File: config.mk
export PLATFORM = sky130hd
export DESIGN_NAME = bus_arbiter
export DESIGN_NICKNAME = d
export VERILOG_FILES = /design/src/rtl/bus_arbiter.sv
export SDC_FILE = /design/constraint.sdc
export NUM_CORES = 1
export LEC_CHECK = 0
export ABC_AREA = 1
export BUFFER_PORTS_ARGS = -buffer_cell sky130_fd_sc_hd__buf_4
export CORE_AREA = 8 8 101 103
export CTS_BUF_LIST = sky130_fd_sc_hd__clkbuf_8 sky130_fd_sc_hd__clkbuf_16
export CTS_CLUSTER_DIAMETER = 30
export DETAILED_ROUTE_END_ITERATION = 8
export DIE_AREA = 0 0 109 111
export SYNTH_ARGS = -nofsm -noshare
export SYNTH_HDL_FRONTEND = slang
export SYNTH_SLANG_ARGS = --single-unit
File: constraint.sdc
create_clock -name clk -period 1.1 [get_ports clk]
set_clock_uncertainty 0.15 [all_clocks]
set_input_delay 0.11 -clock clk [delete_from_list [all_inputs] [get_ports clk]]
set_output_delay 0.11 -clock clk [all_outputs]
set_load 0.02 [all_outputs]
File: src/rtl/bus_arbiter.sv
// bus_arbiter: round-robin owner arbitration for the shared system bus.
// Ownership is held while the owner keeps its request up, so burst fills
// are never interleaved. Slave-side signals are muxed from the registered owner.
// Optional macro BUSARB_HOLD_LIMIT_EN: force a handover after HOLD_MAX owned
// cycles when another master is waiting.
module bus_arbiter #(
   parameter int NMASTERS = 2,
   parameter int HOLD_MAX = 64
) (
   input  logic                     clk,
   input  logic                     rst,
   input  logic [NMASTERS-1:0]      m_req,
   output logic [NMASTERS-1:0]      m_ack,
   input  logic [NMASTERS-1:0]      m_rd,
   input  logic [NMASTERS-1:0]      m_wr,
   input  logic [32*NMASTERS-1:0]   m_addr,
   input  logic [32*NMASTERS-1:0]   m_wdata,
   output logic [NMASTERS-1:0]      m_ready,
   output logic [31:0]              m_rdata,
   output logic [31:0]              bus_addr,
   output logic [31:0]              bus_wdata,
   output logic                     bus_rd,
   output logic                     bus_wr,
   input  logic [31:0]              bus_rdata,
   input  logic                     bus_ready,
   output logic [2:0]               owner
);

   if (NMASTERS < 1 || NMASTERS > 8 || HOLD_MAX < 1 || HOLD_MAX > 128) begin : g_param_check
      $error("bus_arbiter: NMASTERS must be 1..8 and HOLD_MAX 1..128");
   end

   logic       own_valid_q, own_valid_d;
   logic [2:0] owner_q, owner_d;
   logic [2:0] last_q, last_d;
`ifdef BUSARB_HOLD_LIMIT_EN
   logic [6:0] hold_cnt_q, hold_cnt_d;
   logic       others;
`endif

   logic [7:0] req8;
   logic       keep;
   logic       force_rel;
   logic       found;
   logic [2:0] idx;
   logic [2:0] pick;

   // Zero-pad requests to the full 8-entry index space; missing masters never request.
   always_comb begin
      req8 = '0;
      req8[NMASTERS-1:0] = m_req;
   end

   // Next ownership: keep while the owner requests, otherwise round-robin search from last+1.
   always_comb begin
      own_valid_d = own_valid_q;
      owner_d     = owner_q;
      last_d      = last_q;
      found       = 1'b0;
      idx         = '0;
      pick        = '0;
      force_rel   = 1'b0;
      keep        = own_valid_q && req8[owner_q];
`ifdef BUSARB_HOLD_LIMIT_EN
      hold_cnt_d  = hold_cnt_q;
      others      = |(req8 & ~(8'd1 << owner_q));
      force_rel   = keep && others && (hold_cnt_q == 7'(HOLD_MAX - 1));
`endif
      if (keep && !force_rel) begin
`ifdef BUSARB_HOLD_LIMIT_EN
         // Saturate at the limit so a lone owner still hands over promptly once someone asks.
         if (hold_cnt_q != 7'(HOLD_MAX - 1))
            hold_cnt_d = hold_cnt_q + 7'd1;
`endif
      end else begin
         for (int k = 1; k <= NMASTERS; k++) begin
            idx = 3'((int'(last_q) + k) % NMASTERS);
            if (!found && req8[idx] && !(force_rel && idx == owner_q)) begin
               found = 1'b1;
               pick  = idx;
            end
         end
         if (found) begin
            own_valid_d = 1'b1;
            owner_d     = pick;
            last_d      = pick;
`ifdef BUSARB_HOLD_LIMIT_EN
            hold_cnt_d  = '0;
`endif
         end else begin
            own_valid_d = 1'b0;
         end
      end
   end

   // State registers; last starts at NMASTERS-1 so master 0 wins the first pick.
   always_ff @(posedge clk) begin
      if (rst) begin
         own_valid_q <= 1'b0;
         owner_q     <= '0;
         last_q      <= 3'(NMASTERS - 1);
`ifdef BUSARB_HOLD_LIMIT_EN
         hold_cnt_q  <= '0;
`endif
      end else begin
         own_valid_q <= own_valid_d;
         owner_q     <= owner_d;
         last_q      <= last_d;
`ifdef BUSARB_HOLD_LIMIT_EN
         hold_cnt_q  <= hold_cnt_d;
`endif
      end
   end

   // Grant decode and slave-side mux from registered ownership; non-owners are invisible.
   always_comb begin
      m_ack     = '0;
      bus_addr  = '0;
      bus_wdata = '0;
      bus_rd    = 1'b0;
      bus_wr    = 1'b0;
      for (int i = 0; i < NMASTERS; i++) begin
         if (own_valid_q && owner_q == 3'(i)) begin
            m_ack[i]  = 1'b1;
            bus_addr  = m_addr[32*i +: 32];
            bus_wdata = m_wdata[32*i +: 32];
            bus_rd    = m_rd[i];
            bus_wr    = m_wr[i];
         end
      end
   end

   assign m_ready = m_ack & {NMASTERS{bus_ready}};
   assign m_rdata = bus_rdata;
   assign owner   = owner_q;

endmodule
==> results.yml <==
timing:
  finalHoldViolations: 0
  fin_crit_ns: 1.56
  grt_setup_unrepaired: "true"
  worst_hold_slack_ns: 0.0442
  worst_setup_slack_final_ns: -0.459
  achievable-frequency_mhz: 641
  timing.setup.tns_ns: -29.75
  report.final.setup_viol: 71
  final.period_utilization: 1.42
  drv_slew: 0
power_and_ir_drop:
  design_power_total_w: 0.00214
  power.density_nw_per_um2: 619
  ir_drop_mv: 0.423
  p_leak_nw: 1.83
clocking:
  clk_pin_slew_ns: 0.03
  insertion_delay_ns: 0.22
  ctsLongestPathBuffers: 2
  clock_tree.root_cell: "sky130_fd_sc_hd__clkbuf_8"
  h_tree_lvl_count: 1
  cts.sink_count: 3
  cts_made_buffers: 3
  cts_tree: "done"
status:
  violations: "negative setup slack"
  status: "finished with violations"
drt:
  routedWlPerCell_microns: 19.7
  route.vias.total: 1888
  drt-total-wl_microns: 8470
  dr.first_iter.drc_count: 45
  ant_nets: 0
  avgViaCountPerCell: 4.40
  route.detailed.drc: 0
  first_pass_iters: 4
die:
  num_rows: 34
  floorplan.core_area_sq_um: 8550
  pin_count: 274
  start_util: 0.130
  floorplan.die_area_sq_um: 12100
  die_y_microns: 111
  die_width_microns: 109
grt:
  globalRoute.totalOverflow: 0
  grt_pass1_vias: 2109
  maximum_number_of_pins_on_one_net_before_global_route_repair: 20
  grt.total_usage: 0.126
  antenna_found_initial: 0
  first_pass_grt_wire_length_microns: 12000
layout:
  final_nets: 491
  antenna_cells: 0
  commonest_cells_after_routing_fill_and_taps_aside: "sky130_fd_sc_hd__buf_4 (142), sky130_fd_sc_hd__buf_6 (71), sky130_fd_sc_hd__a22o_4 (37)"
  post_layout_nonfiller_instances: 429
  final_common_cell: "sky130_fd_sc_hd__buf_4"
  final_layout_size_suffix_gt1_frac: 0.860
  syn_to_final_growth_pct: 211
  post_layout_instance_area_sq_um: 3460
placement:
  placed_cells: 417
  placement.io_buffers: 207
  placed_area_sq_um: 2890
  hpwl_microns: 6510
  gp_congestion: 0.834
setup_path:
  cp_slowest_cell: "sky130_fd_sc_hd__dfxtp_4"
  critPathBufInv: 4
  cp_data_arrival_time_ns: 1.30
  critical_setup_path_kind: "flip-flop to output port"
  crit_required_ns: 0.84
  timing.critical_path.to_type: "output port"
  delay_of_the_slowest_critical_path_stage_ns: 0.37
  chain_of_cells_forming_the_critical_path: "inv_4 -> nand2_4 -> inv_8 -> buf_16 -> a22o_4 -> buf_6"
  crit_path_max_fanout: 14
  startpoint_type: "flip-flop"
  path_depth: 6
  rr_worst_depth: 5
  setup.reg_to_reg.worst_slack_ns: -0.01
  path_delay_family: "buffers and inverters"
hold_path:
  min_path_type: "input pin to flip-flop"
  hold_depth: 3
synth:
  syn_avg_cell_area_sq_um: 8.00
  synthDominantAreaCellType: "sky130_fd_sc_hd__a22o_1"
  syn_area_sq_um: 1110
  postSynthCellCount: 139
  synth_top_area_share: 0.520
  yosys-top-cells-area: "sky130_fd_sc_hd__a22o_1 (52%), sky130_fd_sc_hd__buf_4 (23%), sky130_fd_sc_hd__buf_6 (8.1%), sky130_fd_sc_hd__dfxtp_1 (5.4%), sky130_fd_sc_hd__buf_2 (2.7%)"
  synth_warnings: 0
  yosys_register_bits: 3
  synth-seq-area-share: 0.0540
  synth.distinct_cells: 15
job:
  max_cap_violations: 0
==> power by group <==
part	switching [W]	leakage, nW	total (W)	internal, W
registers	0.0000112	0.0262	0.000128	0.000117
clock network	0.0000866	0.0269	0.000325	0.000239
logic	0.000699	1.78	0.00169	0.000988
total	0.000797	1.83	0.00214	0.00134
==> metrics by stage <==
stage               worst slack [ns]  utilization
global route                  -0.502        0.404
floorplan                     -0.193            -
finish                        -0.459        0.404
global placement              -0.253        0.337
CTS                           -0.466        0.401
detailed placement            -0.277        0.337
==> metal layers <==
layer	global-route usage	share of wire	wire, microns	vias to the layer above
met1	0.134	0.35	2990	865
li1	-	-	-	871
met3	0.0564	0.14	1230	4
met2	0.224	0.50	4200	148
met5	0	0	0	-
met4	0.0219	0.0052	44	0
==> cell usage after synthesis <==
| master | instances |
|---|---|
| sky130_fd_sc_hd__inv_1 | 3 |
| sky130_fd_sc_hd__dfxtp_1 | 3 |
| sky130_fd_sc_hd__nor2_1 | 2 |
| sky130_fd_sc_hd__nand3b_1 | 1 |
| sky130_fd_sc_hd__conb_1 | 1 |
| sky130_fd_sc_hd__buf_2 | 6 |
| sky130_fd_sc_hd__a22o_1 | 66 |
| sky130_fd_sc_hd__a21oi_1 | 3 |
| sky130_fd_sc_hd__nand3_1 | 3 |
| sky130_fd_sc_hd__inv_2 | 3 |
| sky130_fd_sc_hd__buf_4 | 34 |
| sky130_fd_sc_hd__nand4_1 | 1 |
| sky130_fd_sc_hd__nand2_1 | 4 |
| sky130_fd_sc_hd__nand2_2 | 1 |
| sky130_fd_sc_hd__buf_6 | 8 |
==> final timing paths <==
path | end | start
min | own_valid_q$_SDFFE_PP0N_ | m_req[0]
max reg2reg | owner[0]$_SDFFE_PP0P_ | owner[0]$_SDFFE_PP0P_
max | bus_addr[2] | owner[0]$_SDFFE_PP0P_
min reg2reg | last_q[0]$_SDFFE_PP1P_ | last_q[0]$_SDFFE_PP1P_
==> final cells by class <==
class / instances / area, sq um
clock buffer: 3 / 41.3
clock inverter: 1 / 3.75
timing repair buffer: 225 / 2140
tap: 108 / 135
sequential: 3 / 67.6
inverter: 6 / 40.0
fill: 838 / 5090
multi-input combinational: 83 / 1030
==> worst register-to-register path, cell delays in order, from the launching register on <==
cell	delay, ns
sky130_fd_sc_hd__dfxtp_4	0.37
sky130_fd_sc_hd__inv_4	0.04
sky130_fd_sc_hd__buf_4	0.13
sky130_fd_sc_hd__nand3_4	0.05
sky130_fd_sc_hd__nand4_1	0.13
sky130_fd_sc_hd__a21oi_1	0.16
==> state kept, by name, summed over array words and instances, names as in the netlist <==
name and flops:
owner 1, last_q 1, own_valid_q 1
==> cell families after synthesis <==
family,after synthesis,synth area share
simple gates,12,0.0517
flops,3,0.0540
other cells,1,0.00337
buf+inv,54,0.358
compound gates,69,0.533
==> repair_timing <==
| item | in CTS | in global routing |
|---|---|---|
| gates cloned | 6 | 0 |
| endpoints found under the setup margin | 72 | 73 |
| hold buffers | 1 | 0 |
| gates resized for setup | 89 | 9 |
| setup buffers | 3 | 3 |
| endpoints found under the hold margin | 3 | 0 |
| pin swaps | 2 | 7 |
(Power assumes the default switching activity.)
